$ cat config.mk
export PLATFORM = sky130hd
export DESIGN_NAME = sync_fifo_ctrl_flat
export DESIGN_NICKNAME = d
export VERILOG_FILES = /design/src/rtl/fifo_pkg.sv /design/src/rtl/sync_fifo_ctrl_if.sv /design/src/rtl/fifo_mem_2p.sv /design/src/rtl/sync_fifo_ctrl.sv /design/src/flat_wrapper.sv
export SDC_FILE = /design/constraint.sdc
export NUM_CORES = 1
export LEC_CHECK = 0
export CAP_MARGIN = 0
export CORE_ASPECT_RATIO = 1.2
export CORE_MARGIN = 2
export CORE_UTILIZATION = 55
export DETAILED_ROUTE_END_ITERATION = 10
export PLACE_DENSITY = 0.79
export RECOVER_POWER = 100
export SETUP_SLACK_MARGIN = 0.3
export SYNTH_ARGS = -nofsm -noshare
export SYNTH_HDL_FRONTEND = slang
export SYNTH_SLANG_ARGS = --single-unit
$ cat constraint.sdc
create_clock -name clk_in -period 9.25 [get_ports clk_in]
set_clock_uncertainty 0.1 [all_clocks]
set_input_delay 2.3125 -clock clk_in [delete_from_list [all_inputs] [get_ports clk_in]]
set_output_delay 2.3125 -clock clk_in [all_outputs]
set_load 0.01 [all_outputs]
$ cat src/rtl/fifo_pkg.sv
// Purpose: shared FIFO helpers: depth derivation, count width, parameter
//          legality checks and the packed status-flag payload.
// Ports:   none (package).
package fifo_pkg;

    // Number of storage words for a given address width.
    function automatic int unsigned fifo_depth(input int unsigned asize);
        return 32'd1 << asize;
    endfunction

    // Occupancy counter width: must represent 0..DEPTH inclusive.
    function automatic int unsigned fifo_cnt_width(input int unsigned asize);
        return asize + 32'd1;
    endfunction

    // Elaboration-time legality of the parameter set.
    function automatic bit fifo_params_legal(input int unsigned dsize,
                                             input int unsigned asize,
                                             input int unsigned af_level,
                                             input int unsigned ae_level);
        int unsigned depth;
        depth = fifo_depth(asize);
        return (dsize >= 32'd1) && (asize >= 32'd1) && (asize <= 32'd8) &&
               (af_level >= 32'd1) && (af_level <= depth) &&
               (ae_level <= depth - 32'd1);
    endfunction

    // Occupancy-derived status flags, registered together.
    typedef struct packed {
        logic empty;
        logic full;
        logic almost_empty;
        logic almost_full;
    } fifo_flags_t;

endpackage

$ cat src/rtl/sync_fifo_ctrl_if.sv
// Purpose: producer/consumer bus of the synchronous FIFO.
// Ports:   master drives requests and write data; slave (the FIFO) drives
//          read data, occupancy, status and sticky error flags.
interface sync_fifo_ctrl_if #(
    parameter int unsigned DSIZE = 140,
    parameter int unsigned ASIZE = 2
);
    logic               fifo_w_enable;
    logic               fifo_r_enable;
    logic               fifo_flush;
    logic               err_clr;
    logic [DSIZE-1:0]   data_to_fifo;
    logic [DSIZE-1:0]   data_from_fifo;
    logic               fifo_empty;
    logic               fifo_full;
    logic               fifo_almost_full;
    logic               fifo_almost_empty;
    logic [ASIZE:0]     fifo_count;
    logic               fifo_overflow;
    logic               fifo_underflow;

    modport master (
        output fifo_w_enable, fifo_r_enable, fifo_flush, err_clr, data_to_fifo,
        input  data_from_fifo, fifo_empty, fifo_full, fifo_almost_full,
               fifo_almost_empty, fifo_count, fifo_overflow, fifo_underflow
    );

    modport slave (
        input  fifo_w_enable, fifo_r_enable, fifo_flush, err_clr, data_to_fifo,
        output data_from_fifo, fifo_empty, fifo_full, fifo_almost_full,
               fifo_almost_empty, fifo_count, fifo_overflow, fifo_underflow
    );
endinterface

$ cat src/rtl/fifo_mem_2p.sv
// Purpose: DSIZE x DEPTH register array, one write port, one async read port.
// Ports:   clk_i, we_i/waddr_i/wdata_i (write), raddr_i -> rdata_o (read).
module fifo_mem_2p
    import fifo_pkg::*;
#(
    parameter int unsigned DSIZE = 140,
    parameter int unsigned ASIZE = 2
) (
    input  logic             clk_i,
    input  logic             we_i,
    input  logic [ASIZE-1:0] waddr_i,
    input  logic [DSIZE-1:0] wdata_i,
    input  logic [ASIZE-1:0] raddr_i,
    output logic [DSIZE-1:0] rdata_o
);
    localparam int unsigned DEPTH = fifo_depth(ASIZE);

    logic [DSIZE-1:0] mem_q [DEPTH];

    // Storage has no reset: contents are meaningless until written.
    always_ff @(posedge clk_i) begin
        if (we_i) begin
            mem_q[waddr_i] <= wdata_i;
        end
    end

    assign rdata_o = mem_q[raddr_i];
endmodule

$ cat src/rtl/sync_fifo_ctrl.sv
// Purpose: single-clock parametrised FIFO with thresholds, occupancy count,
//          optional first-word-fall-through, flush and sticky error flags.
// Ports:   clk_in, rst_n (async active-low), bus (slave side of
//          sync_fifo_ctrl_if: requests in, data/status out).
module sync_fifo_ctrl
    import fifo_pkg::*;
#(
    parameter int unsigned DSIZE    = 140,
    parameter int unsigned ASIZE    = 2,
    parameter int unsigned AF_LEVEL = 3,
    parameter int unsigned AE_LEVEL = 1,
    parameter int unsigned FWFT     = 0
) (
    input  logic             clk_in,
    input  logic             rst_n,
    sync_fifo_ctrl_if.slave  bus
);
    localparam int unsigned DEPTH = fifo_depth(ASIZE);
    localparam int unsigned CW    = fifo_cnt_width(ASIZE);

    generate
        if (!fifo_params_legal(DSIZE, ASIZE, AF_LEVEL, AE_LEVEL)) begin : g_bad_params
            $error("sync_fifo_ctrl: illegal DSIZE/ASIZE/AF_LEVEL/AE_LEVEL combination");
        end
    endgenerate

    logic [ASIZE-1:0] wptr_q, wptr_d;
    logic [ASIZE-1:0] rptr_q, rptr_d;
    logic [CW-1:0]    count_q, count_d;
    fifo_flags_t      flags_q, flags_d;
    logic             ovf_q, ovf_d;
    logic             unf_q, unf_d;
    logic [DSIZE-1:0] dout_q, dout_d;

    logic             rd_acc_c;
    logic             wr_acc_c;
    logic [DSIZE-1:0] mem_rdata_c;

    fifo_mem_2p #(
        .DSIZE (DSIZE),
        .ASIZE (ASIZE)
    ) u_mem (
        .clk_i   (clk_in),
        .we_i    (wr_acc_c),
        .waddr_i (wptr_q),
        .wdata_i (bus.data_to_fifo),
        .raddr_i (rptr_q),
        .rdata_o (mem_rdata_c)
    );

    // State register.
    always_ff @(posedge clk_in or negedge rst_n) begin
        if (!rst_n) begin
            wptr_q  <= '0;
            rptr_q  <= '0;
            count_q <= '0;
            flags_q <= '{empty: 1'b1, full: 1'b0, almost_empty: 1'b1, almost_full: 1'b0};
            ovf_q   <= 1'b0;
            unf_q   <= 1'b0;
            dout_q  <= '0;
        end else begin
            wptr_q  <= wptr_d;
            rptr_q  <= rptr_d;
            count_q <= count_d;
            flags_q <= flags_d;
            ovf_q   <= ovf_d;
            unf_q   <= unf_d;
            dout_q  <= dout_d;
        end
    end

    // Accept decisions, next pointers/count, flags and error tracking.
    always_comb begin
        wptr_d  = wptr_q;
        rptr_d  = rptr_q;
        count_d = count_q;
        dout_d  = dout_q;

        // Flush swallows any same-cycle request; a write at full is still
        // accepted when a read frees the slot in the same cycle.
        rd_acc_c = bus.fifo_r_enable & ~flags_q.empty & ~bus.fifo_flush;
        wr_acc_c = bus.fifo_w_enable & (~flags_q.full | rd_acc_c) & ~bus.fifo_flush;

        if (bus.fifo_flush) begin
            wptr_d  = '0;
            rptr_d  = '0;
            count_d = '0;
        end else begin
            if (wr_acc_c) wptr_d = wptr_q + ASIZE'(1);
            if (rd_acc_c) rptr_d = rptr_q + ASIZE'(1);
            unique case ({wr_acc_c, rd_acc_c})
                2'b10:   count_d = count_q + CW'(1);
                2'b01:   count_d = count_q - CW'(1);
                default: count_d = count_q;
            endcase
        end

        if ((FWFT == 0) && rd_acc_c) begin
            dout_d = mem_rdata_c;
        end

        // Error set dominates a simultaneous clear.
        ovf_d = (ovf_q & ~bus.err_clr) |
                (bus.fifo_w_enable & flags_q.full & ~rd_acc_c & ~bus.fifo_flush);
        unf_d = (unf_q & ~bus.err_clr) |
                (bus.fifo_r_enable & flags_q.empty & ~bus.fifo_flush);

        flags_d.empty        = (count_d == '0);
        flags_d.full         = (count_d == CW'(DEPTH));
        flags_d.almost_empty = (count_d <= CW'(AE_LEVEL));
        flags_d.almost_full  = (count_d >= CW'(AF_LEVEL));
    end

    assign bus.fifo_count        = count_q;
    assign bus.fifo_empty        = flags_q.empty;
    assign bus.fifo_full         = flags_q.full;
    assign bus.fifo_almost_empty = flags_q.almost_empty;
    assign bus.fifo_almost_full  = flags_q.almost_full;
    assign bus.fifo_overflow     = ovf_q;
    assign bus.fifo_underflow    = unf_q;

    // FWFT presents the head word straight from storage, forced to 0 when empty.
    generate
        if (FWFT != 0) begin : g_fwft
            assign bus.data_from_fifo = flags_q.empty ? '0 : mem_rdata_c;
        end else begin : g_std
            assign bus.data_from_fifo = dout_q;
        end
    endgenerate
endmodule
$ cat src/flat_wrapper.sv
// flat-port wrapper written by rule: the top's interface ports become plain ports
module sync_fifo_ctrl_flat import fifo_pkg::*;
#(
    parameter int unsigned DSIZE    = 140,
    parameter int unsigned ASIZE    = 2,
    parameter int unsigned AF_LEVEL = 3,
    parameter int unsigned AE_LEVEL = 1,
    parameter int unsigned FWFT     = 0
)
  (clk_in, rst_n, bus_fifo_w_enable, bus_fifo_r_enable, bus_fifo_flush, bus_err_clr, bus_data_to_fifo, bus_data_from_fifo, bus_fifo_empty, bus_fifo_full, bus_fifo_almost_full, bus_fifo_almost_empty, bus_fifo_count, bus_fifo_overflow, bus_fifo_underflow);
  sync_fifo_ctrl_if #(.DSIZE(DSIZE), .ASIZE(ASIZE)) bus_i ();
  input  logic clk_in;
  input  logic rst_n;
  input wire logic [$bits(bus_i.fifo_w_enable)-1:0] bus_fifo_w_enable;
  input wire logic [$bits(bus_i.fifo_r_enable)-1:0] bus_fifo_r_enable;
  input wire logic [$bits(bus_i.fifo_flush)-1:0] bus_fifo_flush;
  input wire logic [$bits(bus_i.err_clr)-1:0] bus_err_clr;
  input wire logic [$bits(bus_i.data_to_fifo)-1:0] bus_data_to_fifo;
  output wire logic [$bits(bus_i.data_from_fifo)-1:0] bus_data_from_fifo;
  output wire logic [$bits(bus_i.fifo_empty)-1:0] bus_fifo_empty;
  output wire logic [$bits(bus_i.fifo_full)-1:0] bus_fifo_full;
  output wire logic [$bits(bus_i.fifo_almost_full)-1:0] bus_fifo_almost_full;
  output wire logic [$bits(bus_i.fifo_almost_empty)-1:0] bus_fifo_almost_empty;
  output wire logic [$bits(bus_i.fifo_count)-1:0] bus_fifo_count;
  output wire logic [$bits(bus_i.fifo_overflow)-1:0] bus_fifo_overflow;
  output wire logic [$bits(bus_i.fifo_underflow)-1:0] bus_fifo_underflow;
  assign bus_i.fifo_w_enable = bus_fifo_w_enable;
  assign bus_i.fifo_r_enable = bus_fifo_r_enable;
  assign bus_i.fifo_flush = bus_fifo_flush;
  assign bus_i.err_clr = bus_err_clr;
  assign bus_i.data_to_fifo = bus_data_to_fifo;
  assign bus_data_from_fifo = bus_i.data_from_fifo;
  assign bus_fifo_empty = bus_i.fifo_empty;
  assign bus_fifo_full = bus_i.fifo_full;
  assign bus_fifo_almost_full = bus_i.fifo_almost_full;
  assign bus_fifo_almost_empty = bus_i.fifo_almost_empty;
  assign bus_fifo_count = bus_i.fifo_count;
  assign bus_fifo_overflow = bus_i.fifo_overflow;
  assign bus_fifo_underflow = bus_i.fifo_underflow;
  sync_fifo_ctrl #(.DSIZE(DSIZE), .ASIZE(ASIZE), .AF_LEVEL(AF_LEVEL), .AE_LEVEL(AE_LEVEL), .FWFT(FWFT)) u_core (.clk_in(clk_in), .rst_n(rst_n), .bus(bus_i));
endmodule
-- After elaboration in Yosys (flattened, before gate mapping)
Memories as Yosys holds them, arrays and structs flattened. A register that Yosys moved wholly into a read port is not among the register bits.
Cells that the tools add are included.
- bits in writable memories: 560
- flip-flop bits (word level): 13
- word-level logic and storage cells: 50
- memories: 1
- memory list (memory ; words ; width ; rd ports ; clocked after Yosys merged registers in ; wr ports ; RTL line ; source):
    u_core.u_mem.mem_q ; 4 ; 140 ; 1 ; 1 ; 1 ; fifo_mem_2p.sv:18 ; logic [DSIZE-1:0] mem_q [DEPTH];
- add/sub/neg operators: 4
- $lt $le $gt $ge: 2
- bitwise logic cells: 19
- equality and inequality tests: 3
- muxes and demuxes: 8
- reductions and logical operators: 4
- operators by type and width (cell ; number):
    AND 1 bit ; 11
    2-to-1 mux 2 bit ; 4
    one-hot mux 3 bit (2 select lines) ; 1
    NOT 1 bit ; 5
    adder 2 x 1 -> 2 bit (second input constant) ; 2
    nonzero test 2 bit ; 2
    adder 3 x 1 -> 3 bit (second input constant) ; 1
    equality test 3 bit (second input constant) ; 1
    greater-or-equal comparator 3 x 2 -> 1 bit (second input constant) ; 1
    <= comparator 3 x 1 -> 1 bit (second input constant) ; 1
    logical NOT 3 bit ; 1
    2-to-1 mux 3 bit ; 1
    bitwise OR 1 bit ; 3
    subtractor 3 x 1 -> 3 bit (second input constant) ; 1
    equality test 2 x 1 -> 1 bit (second input constant) ; 1
    equality test 2 bit (second input constant) ; 1
    2-to-1 mux 1 bit ; 2
    logical NOT 1 bit ; 1

-- Depth between registers and ports, before layout
Gate-level depths: netlist (run 1).
- word-level depth: 10
- mapped depth: 8

-- Hierarchy
Synthesis (run 1) repeated with hierarchy kept, for this count alone.
- cell total of the unflattened synthesis: 1084
- area, all modules: 26444.1 um^2
- modules (own cells, without submodules) (module ; times used ; area an instance (um^2) ; seq. area each (um^2) ; cells each):
    fifo_mem_2p ; 1 ; 20230.7 ; 16816.1 ; 736
    sync_fifo_ctrl ; 1 ; 6213.5 ; 3831.2 ; 348

-- Least setup slack after synthesis (run 1)
OpenSTA, ideal clock, no wires.
- kind: input to register
- from: input bus_fifo_flush
- to: memory u_core.u_mem.mem_q[0][0], enable pin
- required time: 8.634 ns
- stages: 3
- library setup time: 0.516 ns
- path slack: 2.716 ns
- arrival time: 5.918 ns
- cells stage by stage: nand2b_1 -> a21oi_1 -> and2_1
- cells in the longest elaborated chain, start to end: 7
- RTL lines (item ; RTL line ; source):
    start: declaration ; flat_wrapper.sv:16 ; input wire logic [$bits(bus_i.fifo_flush)-1:0] bus_fifo_flush;
    NOT 1 bit * ; sync_fifo_ctrl.sv:81, sync_fifo_ctrl.sv:82 ;
    AND 1 bit ; sync_fifo_ctrl.sv:81 ; rd_acc_c = bus.fifo_r_enable & ~flags_q.empty & ~bus.fifo_flush;
    bitwise OR 1 bit ; sync_fifo_ctrl.sv:82 ; wr_acc_c = bus.fifo_w_enable & (~flags_q.full | rd_acc_c) & ~bus.fifo_flush;
    AND 1 bit ; sync_fifo_ctrl.sv:82 ;
    AND 1 bit * ; sync_fifo_ctrl.sv:82 ;
    2-to-1 mux 1 bit * ; fifo_mem_2p.sv:22 ; if (we_i) begin
    2-to-1 mux 1 bit (implied by the code) * ; fifo_mem_2p.sv:23 ; mem_q[waddr_i] <= wdata_i;
    end: declaration ; fifo_mem_2p.sv:18 ;
Mark *: on every way between the ends. The rest lies on a longest branch, timed or not.

-- Final worst setup path (run 1)
- from: input bus_fifo_flush
- to: memory u_core.u_mem.mem_q[3][39], enable pin
The elaborated chain is that of the path after synthesis.

==> out/metrics.cfg, run 1 <==
[die]
core_um2=46900
rows=87
ios=295
die_area_um2=49100
dieWidth_um=203
die_h_um=242
start_util_pct=55.5

[critical_path]
crit_required_ps=9230
path_class=in2reg
cp_max_fo=140
startpoint_type=input port
critPathArrivalTime_ps=6890
end_kind=flip-flop

[routing]
vias=11800
drt_pre_antenna_iters=5
drc=0
drt-initial-drc-count=738
wl_mm=50.4
ant_nets=0
wl_per_cell_um=23.9
via_per_inst=5.61

[clock_network]
cts_num_sinks=713
cts_root_buf=clkbuf_16
post_cts_buffers=0
clock_latency_ps=580
clk_pin_slew_worst_paths_ps=60
cts_resized=0
h-tree-depth=3
hold_buffers=0
clk_path_buf_depth=3
cts_buffers=66
cts_tree=done

[global_route]
grt_use_met2_pct=35.6
grt_max_degree=143
use_met1_pct=27.2
use_met3_pct=4.37
grt.busiest_layer=met2
grt.overflow.total=0
grt_pass1_wl_mm=77.7
grt_pass1_vias=12800
antenna_found_initial=21
grt_usage_pct=21.2

[sta]
min_period_over_period_pct=74.7
final_max_slew_viol_count=549
rsz0062_at_grt=false
period_needed_ps=6910
timing.slew.headroom_pct=-182
finalHoldViolations=0
setup_viol=0
tightest_slew_ps=4220
fmax_mhz=145
fin_setup_tns_ps=0

[power]
share_seq_of_total_power_pct=49.5
p_int_w=0.00635
powerDensity_nw_per_um2=258
ir_drop_uv=174
switchingPower_w=0.00189
p_total_w=0.00824
p_clk_share_pct=34.3
swShare_pct=23.0
p_comb_share_pct=16.2
leakagePower_nw=10.8

[finish]
final_util_pct=68.0
mostFrequentLayoutCell=edfxtp_1
filler_cell_count=2880
layout-drive-gt1-share_pct=27.1
final_nets=1576
syn2layout_area_growth_pct=22.5
layout_common_cells=edfxtp_1 (560), dlygate4sd3_1 (290), dfrtp_1 (149)

[synthesis]
ys_ff_latch=713
syn_avg_cell_area_um2=23.7
synthFlopType=edfxtp_1
synth_edf_count=560
synth.distinct_cells=31
ys_seq_area_share_pct=79.3
ys_async_sr_fraction_pct=21.5
syn-instance-count=1097
synth_area_um2=26000
yosysWarnings=0
syn_nets=1249

[outcome]
violations=max-capacitance violations, max-slew violations
status=finished, violations left

[flow_run]
drv_cap=8

[place]
port_buffers=294
gp_congestion=0.763
dp_hpwl_mm=30.0

[hold_path]
holdCritPathClass=reg2reg

==> sequential cells by signal, summed over array words and instances (netlist names) <==
signal	flops
u_core.bus.fifo_overflow	1
u_core.rptr_q	2
u_core.bus.fifo_underflow	1
u_core.bus.fifo_almost_full	1
u_core.wptr_q	2
u_core.bus.fifo_almost_empty	1
u_core.bus.fifo_count	3
u_core.bus.fifo_empty	1
u_core.u_mem.mem_q	560
u_core.bus.data_from_fifo	140
u_core.bus.fifo_full	1
==> area by class of cell <==
class | instances | area [um^2] | share of cell area, %
flip-flops and latches | 713 | 20700 | 64.8
multi-input cells | 328 | 5090 | 16.0
repair buffers | 309 | 3030 | 9.50
clock buffers | 91 | 1920 | 6.03
well taps | 623 | 779 | 2.44
clock inverters | 30 | 380 | 1.19
inverters | 6 | 22.5 | 0.0706
diodes | 7 | 17.5 | 0.0549
==> final timing paths <==
kind,start,to,slack [ps],depth (start not counted)
worst max register to register,u_core.bus.fifo_empty,u_core.u_mem.mem_q[3][39],4480,4
min in group asynchronous,rst_n,u_core.bus.data_from_fifo[130],2260,1
max in group asynchronous,rst_n,u_core.rptr_q[0],4820,2
worst min-delay path,u_core.bus.data_from_fifo[15],u_core.bus.data_from_fifo[15],400,1
worst min register to register,u_core.bus.data_from_fifo[15],u_core.bus.data_from_fifo[15],400,1
worst max-delay path,bus_fifo_flush,u_core.u_mem.mem_q[3][39],2340,5
==> metrics by stage <==
step           std cells  hold WS (ps)  setup WS, ps  cell area (um^2)
2_1_floorplan       1097           435          2720             26000
3_3_place_gp        1979           389          3590             29600
3_5_place_dp        1979           395          3510             29600
4_1_cts             2100           409          4150             31900
5_1_grt             2106           416          2050             31900
6_report            2107           400          2340             31900
==> critical path, stage by stage <==
cell and delay (ps):
dlygate4sd3_1 730, nand2b_1 240, a21oi_1 300, and2_2 200
clkbuf_2 2810
==> synthesized netlist by cell type, types with 2 or more instances <==
master / count / area, um^2
mux2i_1: 2 / 20.0
xor2_1: 3 / 26.3
nor3_1: 4 / 20.0
mux4_2: 140 / 3150
ha_1: 5 / 62.6
buf_2: 23 / 115
buf_1: 3 / 11.3
edfxtp_1: 560 / 16800
nor2_1: 6 / 22.5
clkbuf_1: 14 / 52.6
nor3b_1: 3 / 22.5
a21oi_1: 2 / 10.0
dfrtp_1: 151 / 3780
buf_6: 10 / 113
inv_1: 6 / 22.5
and2_1: 4 / 25.0
nand2b_1: 5 / 31.3
dfstp_2: 2 / 52.6
nand2_1: 2 / 7.51
mux2_2: 141 / 1590
==> power by group through the flow <==
stage          combinational (W)  clock (W)  sequential (W)
6_report                 0.00133    0.00283         0.00408
5_1_grt                  0.00142    0.00302         0.00412
4_1_cts                  0.00148    0.00290         0.00410
3_5_place_dp             0.00147          0         0.00416
3_3_place_gp             0.00144          0         0.00414
2_1_floorplan           0.000485          0         0.00423
==> metal layers <==
metal | up-vias | part of all wire (%)
met4 | 12 | 3.3
met1 | 6176 | 38
met3 | 105 | 6.0
li1 | 5161 | -
met2 | 362 | 53
met5 | - | 0.16
==> cells by family (layout without fill, tap and decap cells) <==
group           Yosys count  after routing  synth area share, %
xor+xnor                  4              4                0.135
compound gates            7              7                0.192
simple gates             28             28                0.601
fa+ha+maj                 6              6                0.317
mux                     283            283                 18.3
buf+inv                  56            436                 1.21
other cells               0              7                    0
flops                   713            713                 79.3
(Power assumes the default switching activity.)
==> run 2: changes to the inputs <==
Settings changed: CORE_UTILIZATION 55 to 50, PLACE_DENSITY 0.79 to 0.76.
Clock period 9.25 ns to 5.93 ns, I/O delays scaled along.
==> run 2 against run 1 <==
Effect of this change: first-iteration DRC count is 21% lower; clock power is 57% higher; setup slack worse by 1200 ps; the run still ends with max-capacitance violations, max-slew violations left; global-route usage is 1.8 points lower; via count is 1.1% higher; final cell count is 3.7% higher; sequential cell count stayed put.
==> out/metrics.cfg, run 2 (synthesized netlist as in run 1, its figures left out) <==
[clock_network]
cts_resized=0
cts_num_sinks=713
cts_buffers=68
clock_latency_ps=600
cts_tree=done
clk_pin_slew_worst_paths_ps=60
post_cts_buffers=0
cts_root_buf=clkbuf_16
hold_buffers=0
clk_path_buf_depth=3
h-tree-depth=3

[flow_run]
drv_cap=9

[routing]
drc=0
via_per_inst=5.47
wl_mm=51.1
drt-initial-drc-count=585
drt_pre_antenna_iters=5
ant_nets=0
wl_per_cell_um=23.4
vias=11900

[place]
port_buffers=294
pre_cts_ws_ps=1400
gp_congestion=0.762
dp_hpwl_mm=29.4
numPlacedInstances=2051

[hold_path]
holdCritPathClass=reg2reg

[sta]
period_needed_ps=4810
setup_viol=0
finalHoldViolations=0
min_period_over_period_pct=81.1
fin_ws_ps=1120
rsz0062_at_grt=false
hold_ws_ps=400
fin_setup_tns_ps=0
timing.slew.headroom_pct=-112
tightest_slew_ps=3180
fmax_mhz=208
final_max_slew_viol_count=528

[power]
ir_drop_uv=356
leakagePower_nw=10.9
powerDensity_nw_per_um2=401

[global_route]
grt_max_degree=143
antenna_found_initial=18
grt_pass1_wl_mm=77.1
grt.overflow.total=0
grt_pass1_vias=12900
grt_usage_pct=19.4

[die]
rows=91
dieWidth_um=212
core_um2=51500
start_util_pct=50.6
die_h_um=254
die_area_um2=53900
ios=295

[finish]
filler_cell_count=3551
layout.cells.non_filler=2185
final_nets=1576
mostFrequentLayoutCell=edfxtp_1
largest_register_ffs=560
layout_common_cells=edfxtp_1 (560), dlygate4sd3_1 (290), dfrtp_1 (150)
syn2layout_area_growth_pct=23.2
top_register=u_core.u_mem.mem_q
layout-drive-gt1-share_pct=27.7

[critical_path]
crit_required_ps=6060
end_kind=flip-flop
cp_max_fo=65
path_class=in2reg
critPathArrivalTime_ps=4930
startpoint_type=input port

[outcome]
status=finished, violations left
violations=max-capacitance violations, max-slew violations

==> run 2: changes by cell type in the layout (fill, tap and decap cells not counted), sizes merged <==
cell      change
clkbuf        -4
diode         +2
clkinv        +4
clkinvlp      -1
inv           +5
buf           -1
bufinv        -1
==> run 2: path summary, 6_finish.rpt <==
kind / to / slack [ps] / from / cells after the start
worst max-delay path: u_core.u_mem.mem_q[1][50] / 1120 / bus_fifo_flush / 5
worst min-delay path: u_core.bus.data_from_fifo[125] / 400 / u_core.bus.data_from_fifo[125] / 1
worst max register to register: u_core.bus.data_from_fifo[9] / 1800 / u_core.rptr_q[0] / 3
max in group asynchronous: u_core.rptr_q[1] / 1770 / rst_n / 2
min in group asynchronous: u_core.bus.data_from_fifo[60] / 800 / rst_n / 1
worst min register to register: u_core.bus.data_from_fifo[125] / 400 / u_core.bus.data_from_fifo[125] / 1
==> run 2: cell type report <==
| class | instances | area [um^2] | share of cell area [%] |
|---|---|---|---|
| Inverter | 6 | 22.5 | 0.0702 |
| Clock inverter | 37 | 425 | 1.33 |
| Timing Repair Buffer | 307 | 3120 | 9.72 |
| Sequential cell | 713 | 20700 | 64.4 |
| Multi-Input combinational cell | 328 | 5090 | 15.9 |
| Clock buffer | 88 | 1880 | 5.86 |
| Antenna cell | 9 | 22.5 | 0.0702 |
| Tap cell | 697 | 872 | 2.72 |
==> run 2: per-layer routing <==
layer  vias up  global-route usage, %  wire length [um]  part of all wire [%]
met2       330                   32.7             27000                    53
met4        18                   7.53              1240                   2.4
met1      6329                   24.9             19900                    39
met5         -                      0               123                  0.24
li1       5174                      -                 -                     -
met3        93                   4.29              2870                   5.6
==> run 2: report_power, final <==
part           internal (W)  switching [W]  total [W]  leakage (nW)
registers           0.00600       0.000369    0.00637          6.94
clock network       0.00261        0.00182    0.00443          1.13
logic               0.00123       0.000843    0.00207          2.80
==> run 2: worst max-delay path, cell delays in order <==
cell	delay, ps
dlygate4sd3_1	740
nand2b_1	260
a21oi_1	300
and2_0	1590
buf_12	410
==> run 2: metrics by stage <==
stage	area, um^2	utilization [%]	total power, W
after floorplan	26100	-	0.00734
after global placement	29900	58.0	0.00873
after detailed placement	29900	58.0	0.00880
after CTS	32200	62.5	0.0133
after global routing	32100	62.3	0.0134
final	32100	62.3	0.0129
==> run 3: changes to the inputs <==
Settings changed: CORE_UTILIZATION 50 to 55, PLACE_DENSITY 0.76 to 0.79.
Clock period 5.93 ns to 4.9 ns, I/O delays scaled along.
==> run 3 against run 2 <==
Effect of this change: the flow still finishes with violations (max-capacitance violations, max-slew violations); highest routed layer unchanged; critical endpoint is now u_core.u_mem.mem_q[2][40]; final area hardly changed; final cell count is 3.1% lower; sequential share of layout area hardly changed; wire length is 0.34% lower; largest power group unchanged; largest cell class unchanged; non-clock buffer count is 6 higher.
==> out/metrics.cfg, run 3 (synthesized netlist as in run 1, its figures left out) <==
[finish]
design_area_um2=32100
mostFrequentLayoutCell=edfxtp_1
final_nets=1582
layout_common_cells=edfxtp_1 (560), dlygate4sd3_1 (290), dfrtp_1 (149)
largest_register_ffs=560
final_util_pct=68.4
filler_cell_count=2848
layout-drive-gt1-share_pct=28.1
ff_latch_area_um2=20700
multi_input_area_um2=5090
syn2layout_area_growth_pct=23.1
top_register=u_core.u_mem.mem_q

[sta]
fin_setup_tns_ps=0
rsz0062_at_grt=false
period_needed_ps=4170
finalHoldViolations=0
fmax_mhz=240
final_max_slew_viol_count=187
tightest_slew_ps=2220
timing.slew.headroom_pct=-47.7
setup_viol=0
hold_ws_ps=397
min_period_over_period_pct=85.2

[place]
placed_cell_area_um2=29800
gp_congestion=0.777
dp_hpwl_mm=29.2
port_buffers=294

[clock_network]
post_cts_buffers=0
hold_buffers=0
cts_tree=done
h-tree-depth=3
cts_buffers=68
clk_path_buf_depth=3
cts_num_sinks=713
cts_resized=0
clk_pin_slew_worst_paths_ps=60
cts_root_buf=clkbuf_16
clock_latency_ps=590

[power]
ir_drop_uv=420
swShare_pct=23.4
powerDensity_nw_per_um2=487
p_comb_share_pct=16.5
leakagePower_nw=10.9
p_total_w=0.0156
p_int_w=0.0120
share_seq_of_total_power_pct=49.0
switchingPower_w=0.00365
p_clk_share_pct=34.5

[routing]
top_layer_used=met5
vias=12100
drt_pre_antenna_iters=4
drt-initial-drc-count=569
via_per_inst=5.69
ant_nets=0
wl_met2_mm=26.4
drc=0
wl_met3_mm=2.80
wl_per_cell_um=24.1
m1WireLength_mm=20.1
wl_mm=50.9

[global_route]
grt_pass1_wl_mm=78.3
antenna_found_initial=20
grt_max_degree=143
grt.overflow.total=0
grt_usage_pct=21.4
grt_pass1_vias=12900

[die]
core_um2=46900
die_area_um2=49100
ios=295
rows=87
start_util_pct=55.5
dieWidth_um=203
die_h_um=242

[hold_path]
holdCritPathClass=reg2reg

[critical_path]
crit_required_ps=4970
reg2reg_slack_ps=1770
startpoint_type=input port
path_class=in2reg
cp_max_fo=53
end_kind=flip-flop
cp_top_family=buffers and inverters
cp_slowest_cell=clkbuf_2
critPathArrivalTime_ps=4250
crit_chain=dlygate4sd3_1 -> nand2b_1 -> a21oi_1 -> and2_4 -> clkbuf_2
path_buf_inv=2
max_stage_delay_ps=1250

[outcome]
violations=max-capacitance violations, max-slew violations
status=finished, violations left

[flow_run]
drv_cap=5

-- run 3: metrics by stage --
step	setup WS, ps	std cells
global placement	731	1983
finish	726	2117
floorplan	1010	1097
global route	502	2114
CTS	1280	2106
detailed placement	638	1983
-- run 3: power groups by stage --
| stage | Combinational [W] | Sequential [W] | Clock [W] |
|---|---|---|---|
| floorplan | 0.000915 | 0.00797 | 0 |
| global placement | 0.00279 | 0.00777 | 0 |
| finish | 0.00257 | 0.00766 | 0.00539 |
| global route | 0.00275 | 0.00775 | 0.00571 |
| CTS | 0.00287 | 0.00770 | 0.00550 |
| detailed placement | 0.00284 | 0.00781 | 0 |
-- run 3: final timing paths --
path	startpoint	endpoint	cells after the start
hold reg to reg	u_core.bus.data_from_fifo[67]	u_core.bus.data_from_fifo[67]	1
hold / removal	u_core.bus.data_from_fifo[67]	u_core.bus.data_from_fifo[67]	1
min in group asynchronous	rst_n	u_core.bus.data_from_fifo[133]	1
max in group asynchronous	rst_n	u_core.rptr_q[0]	2
setup / recovery	bus_fifo_flush	u_core.u_mem.mem_q[2][40]	5
setup reg to reg	u_core.bus.fifo_empty	u_core.u_mem.mem_q[2][40]	4
-- run 3: final cells by class --
cell class | count | share of cell area [%]
antenna | 11 | 0.0858
clock buffer | 87 | 6.04
clock inverter | 36 | 1.25
inverter | 6 | 0.0702
multi-input combinational | 328 | 15.9
sequential | 713 | 64.4
tap | 623 | 2.43
timing repair buffer | 313 | 9.85
-- run 3: routing by layer --
layer / GRT usage, % / up-vias
met1: 27.8 / 6403
met4: 8.46 / 16
li1: - / 5190
met3: 4.75 / 97
met5: 0 / -
met2: 35.5 / 347
